--- config.mk ---
export PLATFORM = sky130hd
export DESIGN_NAME = busca_binaria
export DESIGN_NICKNAME = d
export VERILOG_FILES = /design/src/rtl/busca_binaria.sv
export SDC_FILE = /design/constraint.sdc
export NUM_CORES = 1
export LEC_CHECK = 0
export BUFFER_PORTS_ARGS = -buffer_cell sky130_fd_sc_hd__clkbuf_2
export CORE_MARGIN = 2
export CORE_UTILIZATION = 25
export DETAILED_ROUTE_END_ITERATION = 8
export GPL_ROUTABILITY_DRIVEN = 0
export PLACE_DENSITY = 0.4
export SLEW_MARGIN = 10
export SYNTH_ARGS = -nofsm -noshare
export SYNTH_HDL_FRONTEND = slang
export SYNTH_SLANG_ARGS = --single-unit
--- constraint.sdc ---
create_clock -name clock -period 1.35 [get_ports clock]
set_clock_uncertainty 0.05 [all_clocks]
set_input_delay 0.0675 -clock clock [delete_from_list [all_inputs] [get_ports clock]]
set_output_delay 0.0675 -clock clock [all_outputs]
set_load 0.01 [all_outputs]
--- src/rtl/busca_binaria.sv ---
// Successive-approximation search: recovers an unknown N-bit value MSB-first
// from the ALB/AGB/AEB flags of an external comparator fed with our trial.
module busca_binaria #(
  parameter int N = 4
) (
  input  logic         clock,
  input  logic         reset,
  input  logic         iniciar,
  input  logic         ALB,
  input  logic         AGB,
  input  logic         AEB,
  output logic [N-1:0] tentativa,
  output logic [N-1:0] valor,
  output logic [N-1:0] tentativas,
  output logic         pronto,
  output logic         erro
);

  localparam int KW = (N > 1) ? $clog2(N) : 1;
  localparam logic [N-1:0]  ONE   = 1;
  localparam logic [KW-1:0] K_ONE = 1;
  localparam logic [KW-1:0] K_MSB = KW'(N - 1);

  typedef enum logic [1:0] {OCIOSO, BUSCA, FIM} estado_t;

  estado_t       estado, estado_n;
  logic [N-1:0]  r, r_n;
  logic [KW-1:0] k, k_n;
  logic [N-1:0]  valor_n, cnt_n, tentativa_n, t;
  logic          erro_n;

  function automatic logic [N-1:0] trial(input logic [N-1:0] pre,
                                         input logic [KW-1:0] idx);
    return pre | (ONE << idx);
  endfunction

  assign t      = trial(r, k);
  assign pronto = (estado == FIM);

  always_comb begin
    estado_n = estado;
    r_n      = r;
    k_n      = k;
    valor_n  = valor;
    cnt_n    = tentativas;
    erro_n   = erro;
    case (estado)
      OCIOSO, FIM: begin
        if (iniciar) begin
          r_n      = '0;
          k_n      = K_MSB;
          cnt_n    = '0;
          erro_n   = 1'b0;
          valor_n  = '0;
          estado_n = BUSCA;
        end
      end
      BUSCA: begin
        cnt_n = tentativas + ONE;
        case ({ALB, AGB, AEB})
          3'b001: begin
            valor_n  = t;
            estado_n = FIM;
          end
          3'b100: begin
            r_n = t;
            if (k == '0) begin
              valor_n  = t;
              estado_n = FIM;
            end else begin
              k_n = k - K_ONE;
            end
          end
          3'b010: begin
            if (k == '0) begin
              valor_n  = r;
              estado_n = FIM;
            end else begin
              k_n = k - K_ONE;
            end
          end
          default: begin
            // Comparator flags not one-hot: stop and report the accepted prefix
            erro_n   = 1'b1;
            valor_n  = r;
            estado_n = FIM;
          end
        endcase
      end
      default: estado_n = OCIOSO;
    endcase
    tentativa_n = (estado_n == BUSCA) ? trial(r_n, k_n) : '0;
  end

  always_ff @(posedge clock or posedge reset) begin
    if (reset) begin
      estado     <= OCIOSO;
      r          <= '0;
      k          <= '0;
      tentativa  <= '0;
      valor      <= '0;
      tentativas <= '0;
      erro       <= 1'b0;
    end else begin
      estado     <= estado_n;
      r          <= r_n;
      k          <= k_n;
      tentativa  <= tentativa_n;
      valor      <= valor_n;
      tentativas <= cnt_n;
      erro       <= erro_n;
    end
  end

endmodule

==> key figures, run 1 <==
Outcome
  – Outcome: completed

Pwr
  – Pleak: 0.630 nW
  – Pint: 1.12 mW
  – Clock power frac: 0.258
  – Power Dens Cells: 1220 nW/um2
  – Comb power frac: 0.264
  – Pwr Total: 1.63 mW
  – Reg power frac: 0.478
  – P_sw: 0.512 mW
  – Switching Share: 0.314
  – Peak supply drop: 0.000562 V

Synth
  – Top-area cell type share of the netlist area: 0.514
  – Net Count, Synth: 104
  – Yosys cell types: 30
  – Synth cell count leaders: dfrtp_1, nand2_1, o21ai_0, buf_2, mux2i_1
  – Syn avg cell area: 10.5 um2
  – Top_reg_cell synth: dfrtp_1
  – Register area share after synthesis: 0.514
  – Most frequent cell after synthesis: dfrtp_1
  – Synthesized area: 1020 um2
  – Largest area contributor in the netlist: dfrtp_1
  – Ys Warns: 0
  – Number of synthesized flops with an enable pin: 0
  – Synth Instances: 97
  – Post-synthesis async set-or-reset flop share: 1.00
  – Top post-synthesis cells by area: dfrtp_1, nand2_1, mux2i_1
  – Flops & latches, synth: 21

GRT
  – Number of global-route vias before repair: 823
  – Congestion Overflow GR: 0
  – Initial antenna violation count: 0
  – Most Crowded Layer GR: met2
  – Pin count of the biggest net entering global routing: 22
  – Met2 usage: 0.203
  – M1 GR Usage: 0.139
  – First-pass GRT wire length: 3940 um
  – Routing usage on met3: 0.0395
  – GRT Overall Usage: 0.116

Routing
  – Routed Antenna Nets: 0
  – Starting DRC count in detailed routing: 32
  – # DRC: 0
  – Routed len/inst: 13.4 um
  – Wirelength, routed: 2380 um
  – Pre-Repair DR Iteration Count: 4
  – Vias/cell: 4.61
  – Vias: 821

Critical path
  – Arrival time of the worst setup path: 1.38 ns
  – Delay-heaviest family, CP: flip-flops
  – Worst setup EP type: flip-flop
  – CP Data Required Time: 1.45 ns
  – Highest fanout seen on the critical path: 6
  – CP cell instances: nor2b_1 -> buf_4 -> buf_4 -> a32oi_1 -> nor2_1
  – Critical path buffer and inverter count: 2
  – Type of the worst setup path: reg2reg
  – Worst stage delay on the critical path: 0.44 ns
  – Critical-path top delay cell: dfrtp_2
  – Most frequent CP cell: buf_4
  – FF-to-FF setup slack: 0.07 ns
  – Startpoint types: flip-flop

Placed design
  – Post-DP HPWL: 1830 um
  – Port bufs: 19
  – Placed cell areas: 1230 um2

Timing
  – Final setup violation count: 0
  – WHS: 0.134 ns
  – Slew HR: 0.784
  – Final period utilization: 0.948
  – Final TNS setup: 0 ns
  – Min cycle time layout: 1.28 ns
  – RSZ-0062 raised after global routing: no
  – Hold Vio Cnt, Final: 0
  – Max-slew violation count: 0
  – Upper clock frequency limit: 782 MHz
  – Worst slew pin tran: 0.322 ns

Floorplanning
  – Initial Utilization: 0.257
  – I/O pins: 20
  – Die area: 4620 um2
  – FP Rows: 23
  – Die Wd: 67.9 um
  – Die Y: 67.9 um
  – Core ar.: 3970 um2

Clocking
  – H-tree depth: 1
  – Worst-Skew Late Latency: 0.26 ns
  – Clk buf depth: 2
  – CTS buffer count: 3
  – Clk root buf: clkbuf_8
  – TritonCTS clock tree: yes
  – Reg clk slew, reported paths: 0.08 ns
  – Clk sinks: 21

Layout
  – Share of cells above drive strength 1: 0.352
  – Inserted Diodes: 0
  – Post-layout net count: 136
  – Final Cell Area: 1330 um2
  – Area grow syn2layout: 30.2%

Run
  – Max-Cap Viols: 0

Hold path
  – Worst hold path class: in2reg
## flip-flops by register name, summed over array words and instances, names as in the netlist
register    flops
k               2
tentativa       4
estado          2
tentativas      4
valor           4
r               4
erro            1
## cell families (layout without fill, tap and decap cells)
group / Yosys count / count (layout) / share of synthesized area
simple gates: 33 / 33 / 0.174
compound gates: 23 / 23 / 0.168
flops: 21 / 21 / 0.514
buf+inv: 9 / 40 / 0.0392
mux: 5 / 5 / 0.0490
xor+xnor: 4 / 4 / 0.0343
fa+ha+maj: 2 / 2 / 0.0220
## area by class of cell
cell class / count / area [um2]
sequential: 21 / 529
inverter: 3 / 11.3
clock inverter: 1 / 5.00
clock buffer: 3 / 41.3
timing repair buffer: 33 / 209
multi-input combinational: 67 / 473
tap: 50 / 62.6
fill: 418 / 2640
## stage by stage
step	worst slack, ns	std cells	utilization
floorplan	0.135	97	-
global placement	-0.0956	171	0.311
detailed placement	-0.0310	171	0.311
CTS	0.00114	177	0.329
global route	0.00844	178	0.335
finish	0.0708	178	0.335
## cell usage in the layout, fill, tap and decap left out, drive strengths merged
cell	Yosys	routed
clkbuf	1	22
dfrtp	21	21
nand2	14	14
buf	5	12
o21ai	7	7
mux2i	5	5
a31oi	4	4
nand2b	4	4
nand3	3	3
nor2	3	3
inv	3	3
nor2b	3	3
nor3b	3	3
nand3b	2	2
xor2	2	2
a21oi	2	2
xnor2	2	2
a32o	2	2
dlygate4sd3	0	2
o31ai	2	2
a21bo	1	1
o22a	1	1
maj3	1	1
a32oi	1	1
a311oi	1	1
o21a	1	1
nand4	1	1
a41oi	1	1
ha	1	1
clkinv	0	1
## power by group through the flow
stage	clock network, mW	logic, mW	registers (mW)
after floorplan	0	0.230	0.796
after global placement	0	0.411	0.784
after detailed placement	0	0.410	0.791
after CTS	0.436	0.418	0.779
after global routing	0.469	0.481	0.792
final	0.420	0.430	0.777
## layer usage
| layer | share of wire | vias up |
|---|---|---|
| li1 | - | 404 |
| met1 | 0.47 | 392 |
| met2 | 0.48 | 22 |
| met3 | 0.043 | 3 |
| met4 | 0.0055 | 0 |
| met5 | 0 | - |
## path summary, 6_finish.rpt
| kind | start | to | cells after the start |
|---|---|---|---|
| setup reg to reg | estado[0]$_DFF_PP0_ | tentativa[2]$_DFF_PP0_ | 5 |
| setup / recovery | estado[0]$_DFF_PP0_ | tentativa[2]$_DFF_PP0_ | 5 |
| hold reg to reg | tentativas[3]$_DFFE_PP0P_ | tentativas[3]$_DFFE_PP0P_ | 1 |
| max in group asynchronous | reset | estado[0]$_DFF_PP0_ | 4 |
| min in group asynchronous | reset | tentativas[3]$_DFFE_PP0P_ | 4 |
| hold / removal | ALB | erro$_DFFE_PP0P_ | 3 |
## worst reg2reg max path, stage by stage (launching register included)
cell and delay (ns):
dfrtp_2 0.44, nor2b_1 0.14, buf_4 0.15, buf_4 0.15
a32oi_1 0.17, nor2_1 0.07
## repair_timing
item / CTS / global route
hold buffers: 2 / 0
endpoints found under the setup margin: 4 / 11
endpoints found under the hold margin: 22 / 0
gates resized for setup: 1 / 9
buffers inserted: 0 / 1
Note: power is estimated with default switching activity, not from simulation.
==> run 2, diff against run 1 <==
MAX_ROUTING_LAYER = met4   (was not set)
PLACE_DENSITY = 0.48   (was 0.4)
==> run 2 against run 1 <==
Compared with the run above:
- sequential power barely moved
- register-to-register slack barely moved
- design area fell by 2.3%
- clock power fell by 1%
- count of clock-buffer cells in the layout rose by 1
- sequential share of layout area rose by 0.86 points
- cell count fell by 1.7%
- largest power group unchanged
- via count rose by 1.5%
- critical path depth did not move
- highest routed layer unchanged
- largest cell class unchanged
==> key figures, run 2 (same netlist as run 1, synthesis figures left out) <==
Outcome
  – Outcome: completed

Placed design
  – Setup WS pre-CTS: 0.00558 ns
  – Placed cell areas: 1210 um2
  – Port bufs: 19
  – Post-DP HPWL: 1840 um

Pwr
  – Power Dens Cells: 1240 nW/um2
  – Pint: 1.10 mW
  – Switching Share: 0.314
  – Peak supply drop: 0.000285 V
  – Comb power frac: 0.260
  – Reg power frac: 0.482
  – Clock power frac: 0.258
  – P_sw: 0.505 mW
  – Pleak: 0.614 nW
  – Pwr Total: 1.61 mW

Critical path
  – Worst setup EP type: flip-flop
  – Worst R2R End: valor[1]$_DFFE_PP0P_
  – Reg2Reg Depth: 5
  – FF-to-FF setup slack: 0.07 ns
  – R2r startpoint: estado[0]$_DFF_PP0_
  – Arrival time of the worst setup path: 1.41 ns
  – CP Data Required Time: 1.48 ns
  – Highest fanout seen on the critical path: 8
  – Type of the worst setup path: reg2reg
  – Startpoint types: flip-flop

Clocking
  – H-tree depth: 1
  – Clk root buf: clkbuf_8
  – TritonCTS clock tree: yes
  – Clk sinks: 21
  – Clk buf depth: 2
  – Reg clk slew, reported paths: 0.08 ns
  – CTS buffer count: 3
  – Worst-Skew Late Latency: 0.26 ns

Timing
  – Slew HR: 0.792
  – Max-slew violation count: 0
  – Final TNS setup: 0 ns
  – Setup ws final: 0.0717 ns
  – Final period utilization: 0.947
  – RSZ-0062 raised after global routing: no
  – Worst slew pin tran: 0.311 ns
  – Hold Vio Cnt, Final: 0
  – Upper clock frequency limit: 782 MHz
  – Min cycle time layout: 1.28 ns
  – Final setup violation count: 0

GRT
  – GRT Overall Usage: 0.121
  – Initial antenna violation count: 0
  – Congestion Overflow GR: 0
  – Pin count of the biggest net entering global routing: 22
  – Number of global-route vias before repair: 829
  – First-pass GRT wire length: 3960 um

Routing
  – Routed len/inst: 14.0 um
  – Vias: 833
  – Vias/cell: 4.76
  – Routed Antenna Nets: 0
  – Starting DRC count in detailed routing: 22
  – Wirelength, routed: 2450 um
  – # DRC: 0
  – Pre-Repair DR Iteration Count: 4

Hold path
  – Hold path start: ALB
  – Worst hold path class: in2reg
  – Worst Hold End: erro$_DFFE_PP0P_
  – WHS Path Cells: 3

Floorplanning
  – Die Y: 67.9 um
  – I/O pins: 20
  – Die area: 4620 um2
  – Die Wd: 67.9 um
  – FP Rows: 23
  – Core ar.: 3970 um2
  – Initial Utilization: 0.257

Layout
  – Area grow syn2layout: 27.2%
  – Final Cell Area: 1300 um2
  – Post-layout net count: 133
  – Most frequent cells in the layout: dfrtp_1, clkbuf_2, nand2_1
  – Layout Utilization: 0.327
  – Share of cells above drive strength 1: 0.312
  – Inserted Diodes: 0
  – Fillers: 420

Run
  – Max-Cap Viols: 0
-- run 2: power groups by stage --
stage          clock network [mW]  logic, mW  registers (mW)
6_report                    0.414      0.419           0.775
3_3_place_gp                    0      0.393           0.782
5_1_grt                     0.464      0.467           0.791
2_1_floorplan                   0      0.230           0.796
3_5_place_dp                    0      0.403           0.786
4_1_cts                     0.434      0.409           0.774
-- run 2: routing by layer --
layer | up-vias | track usage | wire length (um)
li1 | 402 | - | -
met1 | 412 | 0.143 | 1110
met2 | 17 | 0.194 | 1210
met3 | 2 | 0.0329 | 109
met4 | 0 | 0.0500 | 19
met5 | - | - | 0
-- run 2: final cells by class --
class | count | area (um2) | share of cell area
Timing Repair Buffer | 30 | 186 | 0.143
Clock buffer | 4 | 45.0 | 0.0346
Multi-Input combinational cell | 67 | 467 | 0.359
Inverter | 3 | 11.3 | 0.00866
Tap cell | 50 | 62.6 | 0.0481
Sequential cell | 21 | 528 | 0.406
-- run 2: timing repair --
item,CTS,global route
buffers inserted,0,1
hold endpoints to repair,22,0
resized for setup,0,6
endpoints found under the setup margin,1,10
hold buffers,2,0
pin swaps,1,1
-- run 2: worst max path at each step --
stage / end / depth (start not counted) / slack [ns] / from
3_5_place_dp: valor[1]$_DFFE_PP0P_ / 3 / 0.006 / k[1]$_DFF_PP0_
3_3_place_gp: valor[1]$_DFFE_PP0P_ / 3 / 0.06 / k[1]$_DFF_PP0_
5_1_grt: tentativa[1]$_DFF_PP0_ / 4 / 0.003 / estado[1]$_DFF_PP0_
6_report: valor[1]$_DFFE_PP0P_ / 5 / 0.07 / estado[0]$_DFF_PP0_
2_1_floorplan: r[2]$_DFF_PP0_ / 4 / 0.14 / estado[0]$_DFF_PP0_
4_1_cts: valor[1]$_DFFE_PP0P_ / 6 / 0.01 / iniciar
-- run 2: critical path, stage by stage (launching register included) --
cell     delay [ns]
dfrtp_1        0.41
nor2b_1        0.14
buf_4          0.18
o31ai_4        0.06
buf_6          0.16
mux2i_1        0.20
-- run 2: through the flow --
stage               cells  hold WS [ns]
floorplan              97      -0.00597
detailed placement    168        0.0590
global route          175         0.162
global placement      168        0.0455
finish                175         0.136
CTS                   174         0.131
==> run 3, diff against run 2 <==
SETUP_SLACK_MARGIN = 0.1   (was not set)
==> run 3 against run 2 <==
Compared with the run above:
- power up 3.1%
- first-iteration DRC count is 27% higher
- highest routed layer unchanged
- utilization is 1.7 points higher
- design area rose by 5.2%
- hold slack barely moved
- register-to-register slack about the same
- sequential cell count stayed put
- fmax increased by 0.77%
==> key figures, run 3 (same netlist as run 1, synthesis figures left out) <==
Clocking
  – Worst-Skew Late Latency: 0.26 ns
  – CTS buffer count: 3
  – Clk buf depth: 2
  – H-tree depth: 1
  – Reg clk slew, reported paths: 0.08 ns
  – Clk root buf: clkbuf_8
  – Clk sinks: 21
  – TritonCTS clock tree: yes

Routing
  – Vias/cell: 4.83
  – Pre-Repair DR Iteration Count: 4
  – Routed Antenna Nets: 0
  – Starting DRC count in detailed routing: 28
  – # DRC: 0
  – Wirelength, routed: 2490 um
  – Vias: 865
  – Routed len/inst: 13.9 um

Timing
  – Hold Vio Cnt, Final: 0
  – Worst slew pin tran: 0.308 ns
  – WHS: 0.136 ns
  – Final setup violation count: 0
  – Min cycle time layout: 1.27 ns
  – Final period utilization: 0.940
  – Max-slew violation count: 0
  – Upper clock frequency limit: 788 MHz
  – Final TNS setup: 0 ns
  – Slew HR: 0.794
  – Setup ws final: 0.0814 ns
  – RSZ-0062 raised after global routing: yes

Pwr
  – P_sw: 0.520 mW
  – Comb power frac: 0.282
  – Clock power frac: 0.250
  – Pleak: 0.650 nW
  – Pwr Total: 1.66 mW
  – Peak supply drop: 0.000286 V
  – Power Dens Cells: 1210 nW/um2
  – Pint: 1.14 mW
  – Reg power frac: 0.469
  – Switching Share: 0.313

Floorplanning
  – I/O pins: 20
  – FP Rows: 23
  – Core ar.: 3970 um2
  – Die area: 4620 um2
  – Die Y: 67.9 um
  – Die Wd: 67.9 um
  – Initial Utilization: 0.257

Layout
  – Register Area: 528 um2
  – Commonest non-fill, non-tap cell in the layout: dfrtp_1
  – Area grow syn2layout: 33.8%
  – Post-layout net count: 137
  – Area of the multi-input gates: 494 um2
  – Inserted Diodes: 0
  – Most frequent cells in the layout: dfrtp_1, clkbuf_2, nand2_1
  – Fillers: 415
  – Share of cells above drive strength 1: 0.388

GRT
  – Number of global-route vias before repair: 854
  – Pin count of the biggest net entering global routing: 22
  – Congestion Overflow GR: 0
  – Initial antenna violation count: 0
  – GRT Overall Usage: 0.124
  – First-pass GRT wire length: 4020 um

Placed design
  – Setup WS pre-CTS: 0.00558 ns
  – Port bufs: 19
  – Post-DP HPWL: 1840 um

Critical path
  – Worst setup EP type: flip-flop
  – CP Data Required Time: 1.48 ns
  – Startpoint types: flip-flop
  – Arrival time of the worst setup path: 1.40 ns
  – Type of the worst setup path: reg2reg
  – Highest fanout seen on the critical path: 7

Run
  – Max-Cap Viols: 0

Outcome
  – Outcome: completed

Hold path
  – Worst hold path class: in2reg
[run 3: per-stage QoR]
stage	std cells	instance area (um2)	utilization
finish	179	1370	0.344
global route	179	1370	0.344
CTS	177	1310	0.330
detailed placement	168	1210	0.305
global placement	168	1210	0.305
floorplan	97	1020	-
[run 3: what timing repair did]
action / 4_1_cts / 5_1_grt
hold buffers: 2 / 0
gates resized for setup: 3 / 16
setup buffers: 3 / 2
endpoints found under the hold margin: 22 / 0
pin swaps: 2 / 5
setup endpoints to repair: 13 / 16
[run 3: cell type report]
cell class                 instances  area share
tap                               50      0.0457
timing repair buffer              34       0.166
sequential                        21       0.386
clock buffer                       4      0.0329
multi-input combinational         67       0.361
inverter                           3     0.00823
[run 3: critical path, cell delays in order, from the launching register on]
cell     delay (ns)
dfrtp_1        0.41
nor2b_1        0.14
buf_4          0.17
o31ai_4        0.07
buf_6          0.16
mux2i_1        0.20
[run 3: metal layers]
| metal | wire length, um | global-route usage |
|---|---|---|
| met1 | 1090 | 0.145 |
| met2 | 1290 | 0.204 |
| met3 | 98 | 0.0313 |
| met4 | 19 | 0.0450 |
| met5 | 0 | - |
[run 3: final timing paths]
check                                     startpoint  cells past startpoint                         to  slack [ns]
max                              estado[0]$_DFF_PP0_                      5       valor[1]$_DFFE_PP0P_        0.08
min                                              ALB                      3           erro$_DFFE_PP0P_        0.14
max reg2reg                      estado[0]$_DFF_PP0_                      5       valor[1]$_DFFE_PP0P_        0.08
min reg2reg                tentativas[3]$_DFFE_PP0P_                      1  tentativas[3]$_DFFE_PP0P_        0.43
max in group asynchronous                      reset                      4             k[1]$_DFF_PP0_        0.68
min in group asynchronous                      reset                      4           erro$_DFFE_PP0P_        0.32
[run 3: power groups by stage]
stage	combinational, mW	sequential [mW]	clock (mW)
after floorplan	0.230	0.796	0
after global placement	0.393	0.782	0
after detailed placement	0.403	0.786	0
after CTS	0.437	0.775	0.434
after global routing	0.519	0.791	0.464
final	0.467	0.777	0.414
